<file path="src/rtl/cclk_pkg.sv">
// Shared types and constants for divided-clock consumers.
package cclk_pkg;

  typedef enum logic [2:0] {
    CTM_IDLE    = 3'd0,
    CTM_ACQUIRE = 3'd1,
    CTM_MEASURE = 3'd2,
    CTM_LOCKED  = 3'd3,
    CTM_STALL   = 3'd4
  } ctm_state_e;

  localparam int unsigned CTM_TIMEOUT_DEFAULT = 65535;

endpackage

</file>
<file path="src/rtl/sync_edge_det.sv">
// Synchroniser chain plus a history flop for edge detection on a slow,
// asynchronous level; rise_o/fall_o are true for the cycle an edge is seen.
module sync_edge_det #(
  parameter int SYNC_STAGES = 2
) (
  input  logic clk,
  input  logic rst,
  input  logic d_i,
  output logic rise_o,
  output logic fall_o
);

  logic [SYNC_STAGES-1:0] s;
  logic                   prev;

  always_ff @(posedge clk) begin
    if (rst) begin
      s    <= '0;
      prev <= 1'b0;
    end else begin
      s    <= {s[SYNC_STAGES-2:0], d_i};
      prev <= s[SYNC_STAGES-1];
    end
  end

  assign rise_o = s[SYNC_STAGES-1] & ~prev;
  assign fall_o = ~s[SYNC_STAGES-1] & prev;

endmodule

</file>
<file path="src/rtl/cclk_tick_meter.sv">
// Turns a divided clock into clk-domain rise/fall enables, measures its
// rise-to-rise period and flags it when it stops toggling.
module cclk_tick_meter
  import cclk_pkg::*;
#(
  parameter int SYNC_STAGES = 2,
  parameter int PERIOD_W    = 16,
  parameter int TIMEOUT     = CTM_TIMEOUT_DEFAULT
) (
  input  logic                clk,
  input  logic                rst,
  input  logic                en,
  input  logic                slow_clk_i,
  output logic                tick_rise,
  output logic                tick_fall,
  output logic [PERIOD_W-1:0] period,
  output logic                period_valid,
  output logic                stalled
);

  localparam logic [PERIOD_W-1:0] TIMEOUT_CNT = PERIOD_W'(TIMEOUT);

  logic                rise;
  logic                fall;
  logic [PERIOD_W-1:0] cnt;
  logic                timed_out;
  ctm_state_e          state;
  ctm_state_e          state_nxt;

  sync_edge_det #(.SYNC_STAGES(SYNC_STAGES)) u_sync (
    .clk    (clk),
    .rst    (rst),
    .d_i    (slow_clk_i),
    .rise_o (rise),
    .fall_o (fall)
  );

  assign timed_out = (cnt == TIMEOUT_CNT);

  // A rise in the same cycle as the timeout takes priority.
  always_comb begin
    state_nxt = state;
    case (state)
      CTM_IDLE:    if (en) state_nxt = CTM_ACQUIRE;
      CTM_ACQUIRE: if (rise) state_nxt = CTM_MEASURE;
                   else if (timed_out) state_nxt = CTM_STALL;
      CTM_MEASURE: if (rise) state_nxt = CTM_LOCKED;
                   else if (timed_out) state_nxt = CTM_STALL;
      CTM_LOCKED:  if (!rise && timed_out) state_nxt = CTM_STALL;
      CTM_STALL:   if (rise) state_nxt = CTM_MEASURE;
      default:     state_nxt = CTM_IDLE;
    endcase
    if (!en) state_nxt = CTM_IDLE;
  end

  always_ff @(posedge clk) begin
    if (rst) begin
      state        <= CTM_IDLE;
      cnt          <= '0;
      period       <= '0;
      period_valid <= 1'b0;
      stalled      <= 1'b0;
      tick_rise    <= 1'b0;
      tick_fall    <= 1'b0;
    end else begin
      state     <= state_nxt;
      tick_rise <= en & rise;
      tick_fall <= en & fall;

      if (!en)              cnt <= '0;
      else if (rise)        cnt <= PERIOD_W'(1);
      else if (cnt != '1)   cnt <= cnt + 1'b1;

      if (en && rise && (state == CTM_MEASURE || state == CTM_LOCKED))
        period <= cnt;

      // Status flags follow the state being entered.
      period_valid <= (state_nxt == CTM_LOCKED);
      stalled      <= (state_nxt == CTM_STALL);
    end
  end

endmodule

</file>
<file path="config.mk">
export PLATFORM = sky130hd
export DESIGN_NAME = cclk_tick_meter
export DESIGN_NICKNAME = d
export VERILOG_FILES = /design/src/rtl/cclk_pkg.sv /design/src/rtl/sync_edge_det.sv /design/src/rtl/cclk_tick_meter.sv
export SDC_FILE = /design/constraint.sdc
export NUM_CORES = 1
export LEC_CHECK = 0
export ABC_AREA = 1
export CORE_MARGIN = 5
export CORE_UTILIZATION = 61
export CTS_BUF_LIST = sky130_fd_sc_hd__clkbuf_8
export CTS_CLUSTER_SIZE = 12
export DETAILED_ROUTE_END_ITERATION = 12
export PLACE_DENSITY = 0.87
export SETUP_SLACK_MARGIN = 0.05
export SYNTH_ARGS = -nofsm -noshare
export SYNTH_HDL_FRONTEND = slang
export SYNTH_HIERARCHICAL = 1
export SYNTH_SLANG_ARGS = --single-unit
export TNS_END_PERCENT = 5
</file>
<file path="constraint.sdc">
create_clock -name clk -period 2.42 [get_ports clk]
set_input_delay 0.363 -clock clk [delete_from_list [all_inputs] [get_ports clk]]
set_output_delay 0.363 -clock clk [all_outputs]
set_load 0.03 [all_outputs]
</file>
==> metrics.md <==
| Metric | Value |
|---|---|
| H-tree Lvls | 2 |
| # DRC | 0 |
| Yosys top cell by area | dfxtp_1 |
| Synth Register Bits | 42 |
| Kind of end point of the critical path | output pin |
| CTS Hold Buffers Added | 0 |
| Mapped cell area | 1840 sq um |
| PD cells | 578 nW/um^2 |
| Hold Crit Class | reg2reg |
| Synth area leaders | dfxtp_1 46%, inv_1 7.7%, nand2_1 6.9%, o21ai_0 6.0%, nor2_1 5.3% |
| Fin. max-slew vios | 0 |
| Vias | 1645 |
| Final Hold Slack | 415 ps |
| Longest Clk Path Bufs | 2 |
| Postcts setup bufs | 0 |
| Std-Cell Rows | 20 |
| M1 wire length | 1.76 mm |
| Post-DRT Antenna Nets | 0 |
| Main combinational cell family by area after synthesis | simple AND/OR/NAND/NOR gates |
| Met2 WL | 2.04 mm |
| Synth Warn # | 6 |
| Sequential share of the synthesized area | 0.456 |
| Critical path type | reg2out |
| Leak Pwr | 0.978 nW |
| Buffers on Ports | 23 |
| Final period util | 0.696 |
| Routed WL per cell | 13.2 um |
| Finished Layout Cells | 307 |
| Max-slew headroom | 0.659 |
| Die W | 65.0 um |
| Hold Vio Cnt, Final | 0 |
| Worst-Margin Slew | 509 ps |
| Gpl congestion | 0.839 |
| Area Overhead vs Synth | 21.0% |
| Critical path peak fanout | 2 |
| GRT Total Usage | 0.218 |
| Setup Skew | 4.75 ps |
| WP data arrival | 1320 ps |
| Clock tree sinks | 42 |
| Fin crit period | 1680 ps |
| Required @ worst endpoint | 2060 ps |
| Total wire length | 4.04 mm |
| CP bufs+invs | 1 |
| Setup Total Neg Slack | 0 ps |
| Largest net degree at the start of global routing | 18 |
| Post-Synth XOR/XNOR Area | 0.0285 |
| Core area | 2980 sq um |
| Crit path cell chain | clkdlybuf4s50_1 |
| Slowest stage cell, crit path | clkdlybuf4s50_1 |
| HPWL after DPL | 2.97 mm |
| NumNets Final | 278 |
| Initial antenna violation count | 0 |
| Initial DRC count | 106 |
| Yosys top cell area share | 0.456 |
| Tot Pwr | 1.29 mW |
| Compound-Gate Fraction of Synth Area | 0.138 |
| RSZ-0062 raised after global routing | no |
| Adder-cell share of the synthesized area | 0.00678 |
| Fillers | 224 |
| Fmax | 594 MHz |
| Post-synthesis mux area share | 0 |
| Antenna diodes | 0 |
| CP peak stage delay | 680 ps |
| Final Util | 0.749 |
| Placed cells | 299 |
| DIE HEIGHT | 65.0 um |
| CTS Buf Count | 5 |
| Status | finished, final reports clean |
| Setup crit start kind | flop |
| Clk_lat worst skew | 300 ps |
| Max-Cap Viols | 0 |
| Starting Density | 0.619 |
| Synth cell types | 28 |
| Met3 Routed Length | 173 um |
| Mapped Cells | 244 |
| Top sig layer | met4 |
| Share of layout cells above drive strength 1 | 0.117 |
| Clk pin slew, worst setup/hold paths | 80 ps |
| Worst vdd ir | 442 uV |
| CTS tree | yes |
| Post-Synth Simple-Gate Area | 0.271 |
| Die area | 4220 sq um |
| Final setup fails | 0 |
| Post-Syn Nets | 249 |
| Drt pass-1 iters | 4 |
| I/O pin cnt | 24 |
| Vias in the first global route | 1626 |
| Mean Syn Cell Area | 7.56 sq um |
| First-pass GRT wire length | 7.03 mm |
| Total grt overflow | 0 |
| Cell family contributing the most delay on the critical path | buffers and inverters |
| Post-DR vias/cell | 5.36 |
| Number of gates resized after cts | 0 |
| Root buffer cell | clkbuf_8 |
## report_power, final
group	leakage (nW)	switching [mW]	internal (mW)
Sequential	0.339	0.00386	0.696
Clock	0.0579	0.241	0.304
Combinational	0.580	0.0285	0.0158
## layer usage
| metal | track usage | vias up |
|---|---|---|
| met2 | 0.379 | 48 |
| li1 | - | 845 |
| met3 | 0.0364 | 7 |
| met4 | 0.111 | 0 |
| met5 | 0 | - |
| met1 | 0.255 | 745 |
## layout by cell type (no fill, tap or decap), types with 17 or more instances in the layout
master / instances
dfxtp_1: 42
inv_1: 38
nand2_1: 34
nor2_1: 26
clkdlybuf4s50_1: 23
o21ai_0: 22
a21oi_1: 18
nand3_1: 17
## flip-flops by register name, indices dropped and copies added (netlist names)
name / cells
period: 16
u_sync/s: 2
tick_rise: 1
tick_fall: 1
period_valid: 1
stalled: 1
u_sync/prev: 1
state: 3
cnt: 16
## layout make-up
| class | instances | area, sq um | share of cell area |
|---|---|---|---|
| sequential | 42 | 841 | 0.377 |
| multi-input combinational | 154 | 818 | 0.367 |
| timing repair buffer | 27 | 260 | 0.117 |
| inverter | 43 | 161 | 0.0724 |
| clock buffer | 5 | 68.8 | 0.0308 |
| tap | 33 | 41.3 | 0.0185 |
| clock inverter | 3 | 40.0 | 0.0179 |
## per-stage QoR
step / setup WS (ps) / cell area [sq um]
3_5_place_dp: 554 / 2120
4_1_cts: 731 / 2230
5_1_grt: 569 / 2230
3_3_place_gp: 638 / 2120
6_report: 737 / 2230
2_1_floorplan: 1010 / 1840
## Yosys cell counts
cell type and n:
dfxtp_1 42, inv_1 38, nand2_1 34, nor2_1 26
o21ai_0 22, a21oi_1 18, nand3_1 17, inv_2 5
nor3_1 5, buf_2 4, nand4_1 4, xor2_1 4
a31oi_1 3, nand2_4 3, nor3_2 3, nand2_2 2
nor2_4 2, xnor2_1 2, clkbuf_1 1, ha_1 1
nand3_2 1, nand3b_1 1, nor2_2 1, nor3_4 1
o211ai_1 1, o21a_1 1, o21ai_2 1, o21bai_2 1
## path summary, 6_finish.rpt
path	start	to	slack (ps)	depth (start not counted)
setup / recovery	period[14]	period[14]	740	1
setup reg to reg	u_sync/s[1]	period[6]	750	7
hold / removal	u_sync/s[0]	u_sync/s[1]	420	2
hold reg to reg	u_sync/s[0]	u_sync/s[1]	420	2
## cells by family (layout without fill, tap and decap cells)
group	count (synthesis)	count (layout)
xor gates and xnor gates	6	6
DFF	42	42
buffers and inverters	48	78
adders and majority gates	1	1
AOI/OAI and AO/OA	47	47
and+or+nand+nor	100	100
No activity file was read; power rests on OpenSTA's default activity.
